File: config.mk
export PLATFORM = sky130hd
export DESIGN_NAME = mult_booth
export DESIGN_NICKNAME = d
export VERILOG_FILES = /design/src/rtl/mult_booth.sv
export SDC_FILE = /design/constraint.sdc
export NUM_CORES = 1
export LEC_CHECK = 0
export ABC_AREA = 1
export CORE_MARGIN = 8
export CORE_UTILIZATION = 60
export CTS_CLUSTER_DIAMETER = 60
export CTS_CLUSTER_SIZE = 10
export DETAILED_ROUTE_END_ITERATION = 16
export MAX_ROUTING_LAYER = met4
export PLACE_DENSITY = 0.94
export SKIP_LAST_GASP = 1
export SYNTH_ARGS = -nofsm -noshare
export SYNTH_HDL_FRONTEND = slang
export SYNTH_SLANG_ARGS = --single-unit
File: constraint.sdc
create_clock -name clk -period 7.9 [get_ports clk]
set_input_delay 1.58 -clock clk [delete_from_list [all_inputs] [get_ports clk]]
set_output_delay 1.58 -clock clk [all_outputs]
set_load 0.005 [all_outputs]
File: src/rtl/mult_booth.sv
// Sequential signed 32x32 multiplier using radix-2 Booth recoding.
// One recoding step per clock; the 64-bit product appears on {HI,LO}
// 32 edges after the start edge, with a one-cycle done pulse.
module mult_booth (
  input  logic        clk,
  input  logic        reset,
  input  logic        start,
  input  logic [31:0] A,
  input  logic [31:0] B,
  output logic [31:0] HI,
  output logic [31:0] LO,
  output logic        busy,
  output logic        done
);

  localparam logic [0:0] IDLE = 1'b0;
  localparam logic [0:0] RUN  = 1'b1;

  logic [0:0]  state;
  logic [31:0] mcand;
  logic [31:0] acc;
  logic [31:0] q;
  logic        qm1;
  logic [5:0]  cnt;

  logic [32:0] sum;
  logic [31:0] acc_nx;
  logic [31:0] q_nx;

  // One Booth step: add/subtract on a sign-extended 33-bit accumulator so
  // the shifted-in sign is the true sign even when the 32-bit sum wraps.
  always_comb begin
    sum = {acc[31], acc};
    case ({q[0], qm1})
      2'b01:   sum = {acc[31], acc} + {mcand[31], mcand};
      2'b10:   sum = {acc[31], acc} - {mcand[31], mcand};
      default: sum = {acc[31], acc};
    endcase
    acc_nx = sum[32:1];
    q_nx   = {sum[0], q[31:1]};
  end

  // Control FSM and datapath registers; HI/LO are only loaded on completion.
  always_ff @(posedge clk or negedge reset) begin
    if (!reset) begin
      state <= IDLE;
      mcand <= '0;
      acc   <= '0;
      q     <= '0;
      qm1   <= 1'b0;
      cnt   <= '0;
      HI    <= '0;
      LO    <= '0;
      busy  <= 1'b0;
      done  <= 1'b0;
    end else begin
      done <= 1'b0;
      case (state)
        IDLE: begin
          if (start) begin
            mcand <= A;
            q     <= B;
            acc   <= '0;
            qm1   <= 1'b0;
            cnt   <= '0;
            busy  <= 1'b1;
            state <= RUN;
          end
        end
        RUN: begin
          acc <= acc_nx;
          q   <= q_nx;
          qm1 <= q[0];
          cnt <= cnt + 6'd1;
          if (cnt == 6'd31) begin
            HI    <= acc_nx;
            LO    <= q_nx;
            done  <= 1'b1;
            busy  <= 1'b0;
            state <= IDLE;
          end
        end
        default: state <= IDLE;
      endcase
    end
  end

endmodule

# --- Word level (Yosys, flattened, before mapping) ---
# Cells that the tools add are included.
word_totals:
  output_inout_bits: 66
  mem_bits_ro: 0
  latchBits: 0
  reg_bits: 170
  word_cells: 39
  ramBits: 0
  memories: 0
op_classes:
  bitwise_logic: 1
  shift: 0
  magnitude_cmp: 0
  mul: 0
  n_eq_ne: 5
  n_div: 0
  muxes: 17
  addsub: 3
  reduce_logical: 3
op_table:
  columns: ["operator", "n"]
  rows:
  - ["$pmux W32 S2", 2]
  - ["$pmux W33 S2", 1]
  - ["$mux W32", 2]
  - ["$add A32 B32 Y33", 1]
  - ["$sub A32 B32 Y33", 1]
  - ["$pmux W6 S2", 1]
  - ["$mux W1", 7]
  - ["$add A6 B1 Y6 const B", 1]
  - ["$eq A6 B5 Y1 const B", 1]
  - ["$mux W6", 1]
  - ["$pmux W1 S2", 3]
  - ["$reduce_and A2 Y1", 3]
  - ["$eq A2 B1 Y1 const B", 1]
  - ["$eq A2 B2 Y1 const B", 1]
  - ["$ne A2 B1 Y1 const B", 1]
  - ["$ne A2 B2 Y1 const B", 1]
  - ["$not A1 Y1", 1]

# --- Depth between registers and ports, before layout ---
# Gate-level depths: netlist (run 1).
depth:
  word_depth: 3
  mapped_depth: 26

# --- Worst setup path before layout (run 1) ---
# OpenSTA, ideal clock, no wires.
synth_path:
  kind: "register -> register"
  from: "register q[0]"
  to: "register acc[31]"
  path_stages_with_launch: 23
  setup_slack_ns: 5.030
  arrival_ns: 2.753
  path_buffers: 2
  required_ns: 7.783
  setup_ns: 0.117
  path_cell_list: "dfrtp_1 -> ha_1 -> inv_1 -> buf_4 -> clkbuf_1 -> o31ai_1 -> xnor2_1 -> inv_1 -> ha_1 -> nand2_1 -> inv_1 -> a21oi_1 -> nand2_2 -> nand2_1 -> nand2_2 -> nand2_1 -> nand2_1 -> inv_1 -> nand3_1 -> nand3_1 -> nand2_1 -> nand2_1 -> nand2_1"
synth_via:
  elab_chain_len: 3
  elab_cells_between_ends: 4
synth_rtl:
  columns: ["element", "line", "rtl"]
  rows:
  - ["start, declared", "22", "logic [31:0] q;"]
  - ["start signal, assigned", "72", "q <= q_nx;"]
  - ["$eq A2 B2 Y1 or $eq A2 B1 Y1 (tied branches)", "34", "case ({q[0], qm1})"]
  - ["$pmux W33 S2 (*)", "34", null]
  - ["$pmux W32 S2 (*)", "58", "case (state)"]
  - ["end signal, assigned", "71", "acc <= acc_nx;"]
  - ["end, declared", "21", "logic [31:0] acc;"]
# Every way passes the cells marked *; elsewhere a longest branch is shown, timed or not.
# A chain may end at the register's enable or synchronous reset.

# --- Worst setup path after layout (run 1) ---
layout_path:
  from: "register qm1"
  to: "register acc[30]"
layout_via:
  elab_chain_len: 3
  elab_cells_between_ends: 4
layout_rtl:
  columns: ["element", "line", "rtl"]
  rows:
  - ["start, declared", "23", "logic qm1;"]
  - ["start signal, assigned", "73", "qm1 <= q[0];"]
  - ["$eq A2 B2 Y1 or $eq A2 B1 Y1 (tied branches)", "34", null]
  - ["$pmux W33 S2 (*)", "34", null]
  - ["$pmux W32 S2 (*)", "58", null]
# Marks and branches as above.

==> tab_implementation.tex, run 1 <==
\begin{tabular}{lr}
\hline
Metric & Value \\
\hline
\multicolumn{2}{l}{\textbf{Die}} \\
\quad Placeable core region & 16300 µm² \\
\quad Y dimension of the die & roughly 140 µm \\
\quad Full die area & 20800 µm² \\
\quad X dimension of the die & between 100 and 150 µm \\
\quad Number of placed I/O pins & approximately 130 \\
\quad FP Rows & 47 \\
\quad Initial core utilization & 0.604 \\
\multicolumn{2}{l}{\textbf{Timing}} \\
\quad Max-slew violation count & 0 \\
\quad Minimum clock period & 4.14 ns \\
\quad Setup TNS & 0 ns \\
\quad Fmax & approximately 240 MHz \\
\quad Final setup violating endpoints & 0 \\
\quad Unrepaired setup endpoints after global routing & false \\
\quad Worst slew margin & 0.210 \\
\quad Fin Clk Skew & 0.0124 ns \\
\quad Smallest hold slack & 0.478 ns \\
\quad Transition time at the pin with the least slew margin & 1.18 ns \\
\quad Number of hold violations in the final report & 0 \\
\quad Final worst path period share & 0.524 \\
\multicolumn{2}{l}{\textbf{Drt}} \\
\quad DR vias & 9582 \\
\quad Drt first-iter violations & 868 \\
\quad Wire length per cell & around 18 µm \\
\quad First-pass iteration count of the detailed router & 5 \\
\quad Routed wire length & 29.5 mm \\
\quad Number of DRC violations after detailed routing & 0 \\
\quad Detailed-route vias per instance & approximately 5.8 \\
\quad Number of nets with antenna violations after detailed routing & 0 \\
\multicolumn{2}{l}{\textbf{Finish}} \\
\quad Most common library cell in the layout ignoring fill and taps & sky130\_fd\_sc\_hd\_\_nand2\_1 \\
\quad Number of antenna repair diodes & 0 \\
\quad Final Cell Area & $\sim$12000 µm² \\
\quad Final layout net count & 1528 \\
\quad Filler cell count & 1210 \\
\quad Fraction of final layout cells sized beyond drive strength 1 & 0.0508 \\
\quad Highest-count cells in the layout ignoring fill and taps & sky130\_fd\_sc\_hd\_\_nand2\_1 (446), sky130\_fd\_sc\_hd\_\_dfrtp\_1 (170), sky130\_fd\_sc\_hd\_\_inv\_1 (143) \\
\quad Area growth from synthesis to layout & 20.5\% \\
\multicolumn{2}{l}{\textbf{Synthesis}} \\
\quad Post-synth cell types & 50 \\
\quad Share of synthesized area occupied by flip-flops and latches & 0.432 \\
\quad Number of synthesized flops with an enable pin & 0 \\
\quad Flip-flop and latch count after synthesis & 170 \\
\quad Net count after synthesis & about 1.4k \\
\quad Count of synthesis-stage warnings from yosys & 0 \\
\quad Total standard cell area after synthesis & approximately 9800 µm² \\
\quad Top flip-flop cell by instance count after synthesis & sky130\_fd\_sc\_hd\_\_dfrtp\_1 \\
\quad Post-synthesis area per instance & approximately 7.5 µm² \\
\quad Share of flip-flops with an asynchronous set or reset after synthesis & 1.00 \\
\quad Post-synthesis instance total & about 1.3k \\
\multicolumn{2}{l}{\textbf{Global routing}} \\
\quad First-pass GRT wire length & roughly 48 mm \\
\quad Vias in the first global route & 9564 \\
\quad Pin count of the biggest net entering global routing & slightly above 90 \\
\quad Overflow after GRT & 0 \\
\quad Initial antenna violation count & 0 \\
\quad Overall fraction of global-route tracks in use & 0.304 \\
\multicolumn{2}{l}{\textbf{Critical path}} \\
\quad Worst setup endpoint & acc[30] \\
\quad Cell type of the slowest stage on the worst timing path & sky130\_fd\_sc\_hd\_\_inv\_1 \\
\quad Endpoint required time on the critical path & just over 8 ns \\
\quad Maximum fanout along the worst path & 21 \\
\quad Number of cells traversed by the worst register-to-register path & 19 \\
\quad Critical path's most frequent cell & sky130\_fd\_sc\_hd\_\_nand2\_1 \\
\quad Reg-to-Reg Start & qm1 \\
\quad Kind of end point of the critical path & flip-flop \\
\quad CP startpoint & qm1 \\
\quad Capture point of the worst reg-to-reg path & acc[30] \\
\quad Critical path's largest stage delay & 0.52 ns \\
\quad Worst setup SP type & flip-flop \\
\quad Chain of cells forming the critical path & inv\_1, ha\_1, inv\_1, nand2\_1, nand2\_4, a21oi\_4, nand2\_1, xnor2\_1, ha\_1, a21oi\_1, o21ai\_0, nand2\_1, nand3\_1, a21oi\_1, nand3\_1, nand3\_1, nand2\_1, nand2\_1, nand2\_1 \\
\quad Path type of the worst setup path & flip-flop to flip-flop \\
\quad Setup slack, reg-to-reg & 3.76 ns \\
\quad Data arrival time of the critical path & 4.46 ns \\
\multicolumn{2}{l}{\textbf{Clock tree}} \\
\quad Clk buf depth & 2 \\
\quad Post-CTS Resized & 0 \\
\quad Number of sinks driven by the clock tree & 170 \\
\quad Clock latency at the later pin of the worst-skew pair & 0.44 ns \\
\quad Number of H-tree levels & 4 \\
\quad Clock tree from TritonCTS & done \\
\quad Clock transition at the registers of the reported paths & 0.07 ns \\
\quad Clock buffers created by TritonCTS & 17 \\
\quad Setup repair bufs after CTS & 0 \\
\quad Buffer cell driving the clock tree root & sky130\_fd\_sc\_hd\_\_clkbuf\_16 \\
\quad Hold bufs inserted after CTS & 0 \\
\multicolumn{2}{l}{\textbf{Outcome}} \\
\quad Outcome & finished, final reports clean \\
\multicolumn{2}{l}{\textbf{Place}} \\
\quad IO buf count & $\sim$130 \\
\quad Cell area after placement & roughly 11000 µm² \\
\quad Placer congestion estimate & 0.973 \\
\quad HPWL after detailed placement & between 20 and 25 mm \\
\multicolumn{2}{l}{\textbf{Flow run}} \\
\quad Max-cap violation count & 0 \\
\multicolumn{2}{l}{\textbf{Worst hold path}} \\
\quad Hold WC Path Type & flip-flop to flip-flop \\
\hline
\end{tabular}
-- area by class of cell --
cell class	count	area, µm²	share of cell area
multi-input combinational	953	4860	0.410
sequential	170	4250	0.359
tap	220	275	0.0232
clock buffer	18	439	0.0370
clock inverter	12	131	0.0111
timing repair buffer	135	1350	0.113
inverter	148	556	0.0468
-- flip-flops by register name (all words and copies together), names as in the netlist --
register	count
HI	32
LO	32
acc	32
busy	1
cnt	6
done	1
mcand	32
q	32
qm1	1
state	1
-- cells in the mapped netlist (5+ instances only) --
cell type	count	area [µm²]
sky130_fd_sc_hd__o221ai_1	31	272
sky130_fd_sc_hd__nand3_1	84	420
sky130_fd_sc_hd__a21oi_1	40	200
sky130_fd_sc_hd__nor2_1	86	323
sky130_fd_sc_hd__nand4_1	8	50.1
sky130_fd_sc_hd__o21ai_0	109	546
sky130_fd_sc_hd__o21ai_1	8	40.0
sky130_fd_sc_hd__inv_1	143	537
sky130_fd_sc_hd__xor2_1	21	184
sky130_fd_sc_hd__clkbuf_1	36	135
sky130_fd_sc_hd__ha_1	35	438
sky130_fd_sc_hd__nand2_1	446	1670
sky130_fd_sc_hd__or2_2	9	56.3
sky130_fd_sc_hd__dfrtp_1	170	4250
sky130_fd_sc_hd__nand2_2	5	31.3
sky130_fd_sc_hd__xnor2_1	14	123
sky130_fd_sc_hd__o21bai_1	6	45.0
sky130_fd_sc_hd__buf_2	6	30.0
-- critical path: cells and delay by family (launching register included) --
kind,cells,cell delay (ns)
AOI/OAI and AO/OA,4,0.89
xor gates and xnor gates,1,0.22
and+or+nand+nor,10,1.08
adders and majority gates,2,0.84
buffers and inverters,2,0.59
DFF,1,0.37
-- worst min path at each step --
stage	start	endpoint	slack [ns]	depth (start not counted)
detailed placement	HI[26]	HI[26]	0.47	2
finish	HI[26]	HI[26]	0.48	2
global route	HI[30]	HI[30]	0.50	2
floorplan	HI[0]	HI[0]	0.47	2
global placement	LO[31]	LO[31]	0.46	2
CTS	HI[26]	HI[26]	0.48	2
-- stage by stage --
step | util | worst slack (ns) | cells
6_report | 0.728 | 3.76 | 1656
5_1_grt | 0.728 | 3.43 | 1656
4_1_cts | 0.728 | 3.89 | 1656
3_5_place_dp | 0.693 | 3.84 | 1626
3_3_place_gp | 0.693 | 3.96 | 1626
2_1_floorplan | - | 5.03 | 1318
-- per-layer routing --
layer	GRT usage	vias up	part of all wire
met5	-	-	0
met4	0.110	0	0.029
met3	0.0644	87	0.078
met2	0.477	442	0.48
met1	0.383	4581	0.42
li1	-	4472	-
-- cell families after synthesis --
| family | Yosys count | share of synthesized area |
|---|---|---|
| compound gates | 218 | 0.133 |
| mux | 2 | 0.00203 |
| xor+xnor | 35 | 0.0311 |
| fa+ha+maj | 36 | 0.0465 |
| flops | 170 | 0.432 |
| buf+inv | 195 | 0.0755 |
| simple gates | 662 | 0.280 |
Power of run 1 is not shown: default switching activity piles up to over one toggle a cycle in this logic, so the estimate is an artifact.
==> run 2: changes to the inputs <==
--- a/config.mk
+++ b/config.mk
@@ -7,12 +7,12 @@
 export LEC_CHECK = 0
 export ABC_AREA = 1
 export CORE_MARGIN = 8
-export CORE_UTILIZATION = 60
+export CORE_UTILIZATION = 56
 export CTS_CLUSTER_DIAMETER = 60
 export CTS_CLUSTER_SIZE = 10
 export DETAILED_ROUTE_END_ITERATION = 16
 export MAX_ROUTING_LAYER = met4
-export PLACE_DENSITY = 0.94
+export PLACE_DENSITY = 0.89
 export SKIP_LAST_GASP = 1
 export SYNTH_ARGS = -nofsm -noshare
 export SYNTH_HDL_FRONTEND = slang
==> constraint.sdc (replaced) <==
create_clock -name clk -period 4.15 [get_ports clk]
set_input_delay 0.83 -clock clk [delete_from_list [all_inputs] [get_ports clk]]
set_output_delay 0.83 -clock clk [all_outputs]
set_load 0.005 [all_outputs]
==> tab_implementation.tex, run 2 (synthesis results as in run 1) <==
\begin{tabular}{lr}
\hline
Metric & Value \\
\hline
\multicolumn{2}{l}{\textbf{Outcome}} \\
\quad Outcome & finished, final reports clean \\
\multicolumn{2}{l}{\textbf{Clock tree}} \\
\quad Clk buf depth & 2 (unchanged) \\
\quad Clock transition at the registers of the reported paths & 0.08 ns (about the same) \\
\quad Setup repair bufs after CTS & 0 (unchanged) \\
\quad Clock latency at the later pin of the worst-skew pair & 0.44 ns (about the same) \\
\quad Post-CTS Resized & 0 (unchanged) \\
\quad Number of sinks driven by the clock tree & 170 (unchanged) \\
\quad Number of H-tree levels & 4 (unchanged) \\
\quad Clock buffers created by TritonCTS & 17 (unchanged) \\
\quad Buffer cell driving the clock tree root & sky130\_fd\_sc\_hd\_\_clkbuf\_16 \\
\quad Hold bufs inserted after CTS & 0 (unchanged) \\
\quad Clock tree from TritonCTS & done \\
\multicolumn{2}{l}{\textbf{Finish}} \\
\quad Filler cell count & 1375 (+14\%) \\
\quad Area growth from synthesis to layout & 21.7\% \\
\quad Fraction of final layout cells sized beyond drive strength 1 & 0.0567 (+0.00591) \\
\quad Number of antenna repair diodes & 0 (unchanged) \\
\quad Highest-count cells in the layout ignoring fill and taps & sky130\_fd\_sc\_hd\_\_nand2\_1 (446), sky130\_fd\_sc\_hd\_\_dfrtp\_1 (170), sky130\_fd\_sc\_hd\_\_inv\_1 (142) \\
\quad Area used by multi-input combinational logic & 4850 µm² (-0.23\%) \\
\quad Flip-flop and latch area & 4250 µm² (unchanged) \\
\quad Final layout net count & 1535 (+0.46\%) \\
\quad Most common library cell in the layout ignoring fill and taps & sky130\_fd\_sc\_hd\_\_nand2\_1 \\
\multicolumn{2}{l}{\textbf{Critical path}} \\
\quad Endpoint required time on the critical path & 4.48 ns (-3.74 ns) \\
\quad Critical path's largest stage delay & 0.56 ns (+0.04 ns) \\
\quad Maximum fanout along the worst path & 21 (unchanged) \\
\quad Critical path's most frequent cell & sky130\_fd\_sc\_hd\_\_nand2\_1 \\
\quad Reg-to-Reg Start & q[0] \\
\quad Capture point of the worst reg-to-reg path & HI[31] \\
\quad Data arrival time of the critical path & 3.95 ns (-0.51 ns) \\
\quad Worst setup SP type & flip-flop \\
\quad Kind of end point of the critical path & flip-flop \\
\quad Path type of the worst setup path & flip-flop to flip-flop \\
\quad Chain of cells forming the critical path & ha\_1, inv\_1, nand2\_1, nand2\_4, a21oi\_4, xor2\_1, ha\_1, nand2\_1, inv\_1, a21oi\_1, nand2\_1, a21oi\_1, nand2\_1, inv\_1, nand3\_1, nand3\_1, nand2\_1, nand2\_1, nand2\_1 \\
\quad Setup slack, reg-to-reg & 0.53 ns (-3.23 ns) \\
\quad Cell type of the slowest stage on the worst timing path & sky130\_fd\_sc\_hd\_\_inv\_1 \\
\quad Number of cells traversed by the worst register-to-register path & 19 (unchanged) \\
\quad CP startpoint & q[0] \\
\quad Worst setup endpoint & HI[31] \\
\multicolumn{2}{l}{\textbf{Global routing}} \\
\quad Initial antenna violation count & 0 (unchanged) \\
\quad Vias in the first global route & 9010 (-5.8\%) \\
\quad Pin count of the biggest net entering global routing & 113 (+22\%) \\
\quad First-pass GRT wire length & 46.2 mm (-3.3\%) \\
\quad Overall fraction of global-route tracks in use & 0.271 (-0.0328) \\
\quad Overflow after GRT & 0 (unchanged) \\
\multicolumn{2}{l}{\textbf{Die}} \\
\quad FP Rows & 48 (+2.1\%) \\
\quad X dimension of the die & 149 µm (+3.1\%) \\
\quad Placeable core region & 17200 µm² (+5.8\%) \\
\quad Number of placed I/O pins & 133 (unchanged) \\
\quad Full die area & 22100 µm² (+6.3\%) \\
\quad Y dimension of the die & 149 µm (+3.1\%) \\
\quad Initial core utilization & 0.571 (-0.0332) \\
\multicolumn{2}{l}{\textbf{Timing}} \\
\quad Fin Clk Skew & 0.0105 ns (-0.00198 ns) \\
\quad Max-slew violation count & 0 (unchanged) \\
\quad Minimum clock period & 3.62 ns (-0.520 ns) \\
\quad Number of hold violations in the final report & 0 (unchanged) \\
\quad Unrepaired setup endpoints after global routing & false \\
\quad Final setup violating endpoints & 0 (unchanged) \\
\quad Fmax & 276 MHz (+14\%) \\
\quad Final worst path period share & 0.872 (+0.348) \\
\quad Smallest hold slack & 0.376 ns (-0.102 ns) \\
\quad Fin worst setup slack & 0.532 ns (-3.23 ns) \\
\quad Setup TNS & 0 ns (unchanged) \\
\quad Transition time at the pin with the least slew margin & 1.18 ns (+0.000585 ns) \\
\quad Worst slew margin & 0.209 (-0.000390) \\
\multicolumn{2}{l}{\textbf{Drt}} \\
\quad Detailed-route vias per instance & 5.66 (-2.2\%) \\
\quad Routed wire length & 28.8 mm (-2.3\%) \\
\quad Uppermost routed layer & met4 \\
\quad Wire length per cell & 17.3 µm (-3.1\%) \\
\quad M1 wire length & 13.1 mm (+6.8\%) \\
\quad Met3 routed WL & 1.62 mm (-30\%) \\
\quad First-pass iteration count of the detailed router & 8 (+3) \\
\quad DR vias & 9446 (-1.4\%) \\
\quad Number of DRC violations after detailed routing & 0 (unchanged) \\
\quad Drt first-iter violations & 747 (-14\%) \\
\quad Routed met2 length & 13.5 mm (-3.9\%) \\
\quad Number of nets with antenna violations after detailed routing & 0 (unchanged) \\
\multicolumn{2}{l}{\textbf{Place}} \\
\quad Placement Setup Slack & 0.642 ns (-3.20 ns) \\
\quad IO buf count & 132 (unchanged) \\
\quad Placer congestion estimate & 0.948 (-2.6\%) \\
\quad HPWL after detailed placement & 21.2 mm (-0.67\%) \\
\multicolumn{2}{l}{\textbf{Worst hold path}} \\
\quad Hold WC Path Type & input pin to async pin \\
\multicolumn{2}{l}{\textbf{Flow run}} \\
\quad Max-cap violation count & 0 (unchanged) \\
\hline
\end{tabular}
==> run 2: cell types whose count changed in the layout (fill, tap and decap cells not counted), sizes merged <==
cell,delta
clkinv,+5
buf,+7
bufinv,-1
clkbuf,-1
clkinvlp,-1
==> run 2: area by class of cell <==
class	instances	share of cell area
Multi-Input combinational cell	953	0.405
Sequential cell	170	0.355
Timing Repair Buffer	142	0.118
Inverter	148	0.0464
Clock buffer	17	0.0355
Tap cell	225	0.0235
Clock inverter	15	0.0170
==> run 2: through the flow <==
stage,instances,instance area [µm²],utilization
after global placement,1638,11400,0.659
after floorplan,1318,9850,-
final,1670,12000,0.695
after global routing,1670,12000,0.695
after detailed placement,1638,11400,0.659
after CTS,1670,12000,0.695
==> run 2: worst min-delay path by stage <==
stage	from	end	slack, ns	cells past startpoint
after detailed placement	HI[25]	HI[25]	0.46	2
after floorplan	HI[0]	HI[0]	0.47	2
after global routing	reset	LO[14]	0.42	1
after CTS	reset	q[14]	0.40	1
after global placement	busy	busy	0.46	2
final	reset	q[14]	0.38	1
==> run 2: worst max-delay path, delay by kind of cell, from the launching register on <==
kind / cells / cell delay [ns]
simple gates: 10 / 1.07
buf+inv: 3 / 0.66
fa+ha+maj: 2 / 0.59
compound gates: 3 / 0.43
flops: 1 / 0.40
xor+xnor: 1 / 0.34
==> run 2: metal layers <==
metal  global-route usage  up-vias
met5                    -        -
met4               0.0806        0
met3               0.0425       44
met2                0.421      361
met1                0.360     4546
li1                     -     4495
Power of run 2 is left out for the same reason.
